===== config.mk =====
export PLATFORM = sky130hd
export DESIGN_NAME = pipe_ctrl
export DESIGN_NICKNAME = d
export VERILOG_FILES = /design/src/rtl/pipe_ctrl_pkg.sv /design/src/rtl/pipe_ctrl_perf_cnt.sv /design/src/rtl/pipe_ctrl.sv
export SDC_FILE = /design/constraint.sdc
export NUM_CORES = 1
export LEC_CHECK = 0
export BUFFER_PORTS_ARGS = -buffer_cell sky130_fd_sc_hd__clkbuf_2
export CORE_ASPECT_RATIO = 1.25
export CORE_MARGIN = 2
export CORE_UTILIZATION = 30
export DETAILED_ROUTE_END_ITERATION = 6
export GPL_ROUTABILITY_DRIVEN = 0
export SLEW_MARGIN = 0
export SYNTH_ARGS = -nofsm -noshare
export SYNTH_HDL_FRONTEND = slang
export SYNTH_HIERARCHICAL = 1
export SYNTH_SLANG_ARGS = --single-unit

===== constraint.sdc =====
create_clock -name clk -period 1.48 [get_ports clk]
set_input_delay 0.074 -clock clk [delete_from_list [all_inputs] [get_ports clk]]
set_output_delay 0.074 -clock clk [all_outputs]
set_load 0.01 [all_outputs]

===== src/rtl/pipe_ctrl_pkg.sv =====
// Shared types and constants for the pipeline hazard / interrupt controller.
package pipe_ctrl_pkg;

  localparam int STATE_W       = 2;
  localparam int DRAIN_W       = 3;
  localparam int DRAIN_CYC_MAX = 7;

  typedef enum logic [STATE_W-1:0] {
    RUN       = 2'd0,
    INT_DRAIN = 2'd1,
    INT_ENTER = 2'd2,
    HALTED    = 2'd3
  } state_t;

  // Last drain_q value before interrupt entry; out-of-range DRAIN_CYC is clamped to 1..7.
  function automatic logic [DRAIN_W-1:0] drain_last(input int cyc);
    int c;
    c = cyc;
    if (c < 1) c = 1;
    if (c > DRAIN_CYC_MAX) c = DRAIN_CYC_MAX;
    return DRAIN_W'(c - 1);
  endfunction

endpackage


===== src/rtl/pipe_ctrl_perf_cnt.sv =====
// Stall / flush performance counters; both wrap modulo 2^CNT_W.
module pipe_ctrl_perf_cnt #(
  parameter int CNT_W = 16
) (
  input  logic             clk,
  input  logic             rst,
  input  logic             stall,
  input  logic             flush,
  output logic [CNT_W-1:0] stall_cnt,
  output logic [CNT_W-1:0] flush_cnt
);

  // Count one event per qualifying cycle.
  always_ff @(posedge clk or posedge rst) begin
    if (rst) begin
      stall_cnt <= '0;
      flush_cnt <= '0;
    end else begin
      if (stall) stall_cnt <= stall_cnt + CNT_W'(1);
      if (flush) flush_cnt <= flush_cnt + CNT_W'(1);
    end
  end

endmodule


===== src/rtl/pipe_ctrl.sv =====
// Five-stage pipeline controller: load-use stalls, branch flushes, memory
// freeze, interrupt drain/entry and syscall halt.
// Optional counters are built only when PIPE_CTRL_PERF_EN is defined;
// otherwise stall_cnt / flush_cnt are tied to zero.
module pipe_ctrl
  import pipe_ctrl_pkg::*;
#(
  parameter int DRAIN_CYC = 3,
  parameter int CNT_W     = 16
) (
  input  logic             clk,
  input  logic             rst,
  input  logic             load_use,
  input  logic             branch_taken,
  input  logic             mem_busy,
  input  logic             int_req,
  input  logic             halt_wb,
  input  logic             resume,
  output logic             pc_en,
  output logic             if_id_en,
  output logic             id_ex_en,
  output logic             ex_dm_en,
  output logic             dm_wb_en,
  output logic             if_id_clr_n,
  output logic             id_ex_clr_n,
  output logic             ex_dm_clr_n,
  output logic             dm_wb_clr_n,
  output logic             int_enter,
  output logic             halted,
  output logic [CNT_W-1:0] stall_cnt,
  output logic [CNT_W-1:0] flush_cnt
);

  localparam logic [DRAIN_W-1:0] DRAIN_LAST = drain_last(DRAIN_CYC);

  state_t             state, state_nxt;
  logic [DRAIN_W-1:0] drain_q, drain_nxt;

  // State and drain counter registers; reset aborts any interrupt or halt sequence.
  always_ff @(posedge clk or posedge rst) begin
    if (rst) begin
      state   <= RUN;
      drain_q <= '0;
    end else begin
      state   <= state_nxt;
      drain_q <= drain_nxt;
    end
  end

  // Next-state: halt beats everything, a frozen pipe holds, then interrupt sequencing.
  always_comb begin
    state_nxt = state;
    drain_nxt = drain_q;
    if (halt_wb) begin
      state_nxt = HALTED;
      drain_nxt = '0;
    end else if (state == HALTED) begin
      if (resume) state_nxt = RUN;
    end else if (!mem_busy) begin
      case (state)
        RUN: begin
          // A load-use stall defers the interrupt; it is re-sampled next cycle.
          if (int_req && !load_use) begin
            state_nxt = INT_DRAIN;
            drain_nxt = '0;
          end
        end
        INT_DRAIN: begin
          if (drain_q == DRAIN_LAST) begin
            state_nxt = INT_ENTER;
            drain_nxt = '0;
          end else begin
            drain_nxt = drain_q + DRAIN_W'(1);
          end
        end
        INT_ENTER: state_nxt = RUN;
        default:   state_nxt = RUN;
      endcase
    end
  end

  // Output decode: combinational from state and the current hazard inputs.
  always_comb begin
    pc_en       = 1'b1;
    if_id_en    = 1'b1;
    id_ex_en    = 1'b1;
    ex_dm_en    = 1'b1;
    dm_wb_en    = 1'b1;
    if_id_clr_n = 1'b1;
    id_ex_clr_n = 1'b1;
    ex_dm_clr_n = 1'b1;
    dm_wb_clr_n = 1'b1;
    int_enter   = 1'b0;
    halted      = 1'b0;
    if (rst) begin
      pc_en       = 1'b0;
      if_id_en    = 1'b0;
      id_ex_en    = 1'b0;
      ex_dm_en    = 1'b0;
      dm_wb_en    = 1'b0;
      if_id_clr_n = 1'b0;
      id_ex_clr_n = 1'b0;
      ex_dm_clr_n = 1'b0;
      dm_wb_clr_n = 1'b0;
    end else if (halt_wb || state == HALTED || mem_busy) begin
      // Whole pipe frozen: nothing advances, nothing is cleared.
      pc_en    = 1'b0;
      if_id_en = 1'b0;
      id_ex_en = 1'b0;
      ex_dm_en = 1'b0;
      dm_wb_en = 1'b0;
      halted   = (state == HALTED);
    end else begin
      case (state)
        RUN: begin
          if (branch_taken) begin
            if_id_clr_n = 1'b0;
            id_ex_clr_n = 1'b0;
          end else if (load_use) begin
            pc_en       = 1'b0;
            if_id_en    = 1'b0;
            id_ex_clr_n = 1'b0;
          end
        end
        INT_DRAIN: begin
          pc_en       = 1'b0;
          if_id_clr_n = 1'b0;
          if (branch_taken) id_ex_clr_n = 1'b0;
        end
        INT_ENTER: begin
          int_enter   = 1'b1;
          if_id_clr_n = 1'b0;
        end
        default: ;
      endcase
    end
  end

`ifdef PIPE_CTRL_PERF_EN
  logic stall_ev, flush_ev;

  // Stall: PC held while in RUN. Flush: a branch actually squashed IF/ID and ID/EX.
  assign stall_ev = !rst && (state == RUN) && !pc_en;
  assign flush_ev = !rst && !halt_wb && !mem_busy && branch_taken &&
                    (state == RUN || state == INT_DRAIN);

  pipe_ctrl_perf_cnt #(.CNT_W(CNT_W)) u_perf_cnt (
    .clk       (clk),
    .rst       (rst),
    .stall     (stall_ev),
    .flush     (flush_ev),
    .stall_cnt (stall_cnt),
    .flush_cnt (flush_cnt)
  );
`else
  assign stall_cnt = '0;
  assign flush_cnt = '0;
`endif

endmodule


==> run metrics <==
post-route minimum period 1.63 ns; initial DRC count 15; clock skew 0.00469 ns; DP Cell Count approximately 150; Total Routed Length 1460 µm; CTS clk-pin slew, worst paths 0.04 ns; Row Count 20; RSZ-0062 raised after global routing true; IO Count between 50 and 60; GRT overflow 0; fill cell count 252; # setup viols final 12; Clock Tree Root clkbuf_4; CTS tree built; Crit Path Max Fanout 4; violated checks setup timing; Synth Register Bits 5; most frequent cells in the layout 32 x conb_1, 11 x clkbuf_2, 9 x buf_6, 9 x buf_4, 6 x nor2_1; die extent in x around 50 µm; Via density 3.87; leading cell type in the layout, fill and taps excluded conb_1; Ant. Diodes 0; HP Class in2reg; CP arrival 1.56 ns; port buffer count 18; H-tree levels 1; CTS Buf Count 3; Starting Density 31.4%; Crit Path Category reg2out; Hold Vio Cnt, Final 0; largest net degree at the start of global routing 11; area grow syn2layout 34.7%; share of cells above drive strength 1 41.7%; Post-DRT Antenna Nets 0; max-cap violation count 0; core area 2400 µm²; Pwr Density 1040 nW/µm²; worst skew pair latency around 0.24 ns; GRT Util Overall 10.3%; HPWL after DPL about 1100 µm; Detailed Routing Iterations Pass 1 4; status complete, but fails checks; Slew Viols, Final 0; WP data required 1.41 ns; Remaining DRCs 0; Startpoint Class flop; clock sinks 5; first-pass GRT wire length between 2000 and 2500 µm; final worst setup slack -0.149 ns; final cycle utilization of the critical path 110%; initial antenna violation count 0; FMAX 614 MHz; Max VDD drop 0.000436 V; final setup TNS -0.970 ns; sequential cell area fraction in the yosys report 16.6%; Clock Path Buffers 2; cell count after synthesis 95; fin nets 141; Leak Pwr 0.512 nW; Wirelength per Cell 9.14 µm; Final Non-Filler Cells 160; Die H 60.0 µm; vias in the first global route 573; CP Capture Type output port; die area 2930 µm²; Netlist Area Pre-Place 753 µm²; Mapped Avg Cell Area 7.93 µm²; Ys Warns 6; Power, Total 1.05 mW; Via Count around 620; Synth cell types 31
[through the flow]
step                utilization (%)  cell area (µm²)  hold WS [ns]  worst slack (ns)
floorplan                         -              893       -0.0916           -0.0843
global placement               34.4              827         0.106           -0.0842
detailed placement             34.4              827         0.104            -0.105
CTS                            40.1              962         0.224            -0.162
global route                   42.2             1010         0.243            -0.236
finish                         42.2             1010         0.236            -0.149
[cell usage after synthesis, drive strengths merged]
library cell,n,area [µm²]
nor3,1,5.00
nor3b,1,7.51
inv,5,18.8
mux2,1,11.3
ha,5,62.6
a221oi,1,8.76
nand2,5,18.8
mux2i,3,30.0
nand2b,2,12.5
nand3,1,5.00
a21oi,3,15.0
nor2b,2,12.5
or2,1,6.26
or2b,3,22.5
nand3b,1,7.51
a222oi,1,10.0
conb,1,3.75
a2111o,1,11.3
o22ai,1,6.26
and3b,1,8.76
and3,1,6.26
o21bai,1,7.51
o32ai,1,8.76
dfrtp,5,125
a211oi,1,7.51
or3b,1,8.76
o21a,1,7.51
buf,35,263
clkbuf,2,8.75
nor2,7,26.3
[power breakdown]
group	internal, mW	leakage, nW	switching (mW)
sequential	0.159	0.0623	0.0230
combinational	0.388	0.435	0.328
clock	0.102	0.0150	0.0525
[critical path: stages, from the launching register on]
cell,delay [ns]
dfrtp_1,0.41
ha_2,0.20
buf_6,0.12
nor3_4,0.16
buf_6,0.14
o21a_1,0.11
a21oi_1,0.06
clkbuf_2,0.13
[flip-flops by register name (all words and copies together), names as in the netlist]
signal,flops
drain_q,3
state,2
[logic make-up after synthesis]
logic type	share of synthesized area, %
flops	16.6
buf+inv	38.5
other cells	0.498
mux	5.48
fa+ha+maj	8.31
compound gates	11.0
simple gates	19.6
[cell type report]
cell class                 count  area (µm²)  area share [%]
sequential                     5         125            12.3
clock buffer                   4        26.3            2.59
timing repair buffer          34         269            26.5
tap                           33        41.3            4.07
multi-input combinational     79         534            52.7
inverter                       5        18.8            1.85
[metal layers]
layer,track usage (%),up-vias,wire length [µm]
li1,-,311,-
met5,0,-,0
met3,1.75,0,131
met4,4.90,0,0
met1,10.9,273,569
met2,20.0,35,762
[path summary, 6_finish.rpt]
kind                            start          end  slack (ns)  depth (start not counted)
max                          state[0]  id_ex_clr_n       -0.15                          7
min                           halt_wb   drain_q[2]        0.24                          2
max reg2reg                  state[0]   drain_q[2]       -0.12                          6
min reg2reg                drain_q[1]   drain_q[1]        0.51                          1
max in group asynchronous         rst   drain_q[0]        0.89                          4
min in group asynchronous         rst     state[1]        0.46                          4
[repair_timing]
item | 4_1_cts | 5_1_grt
pin swaps | 9 | 6
endpoints found under the hold margin | 5 | 0
setup buffers | 3 | 1
gates resized for setup | 17 | 15
setup endpoints to repair | 12 | 13
hold buffers | 1 | 0
(Power assumes the default switching activity.)
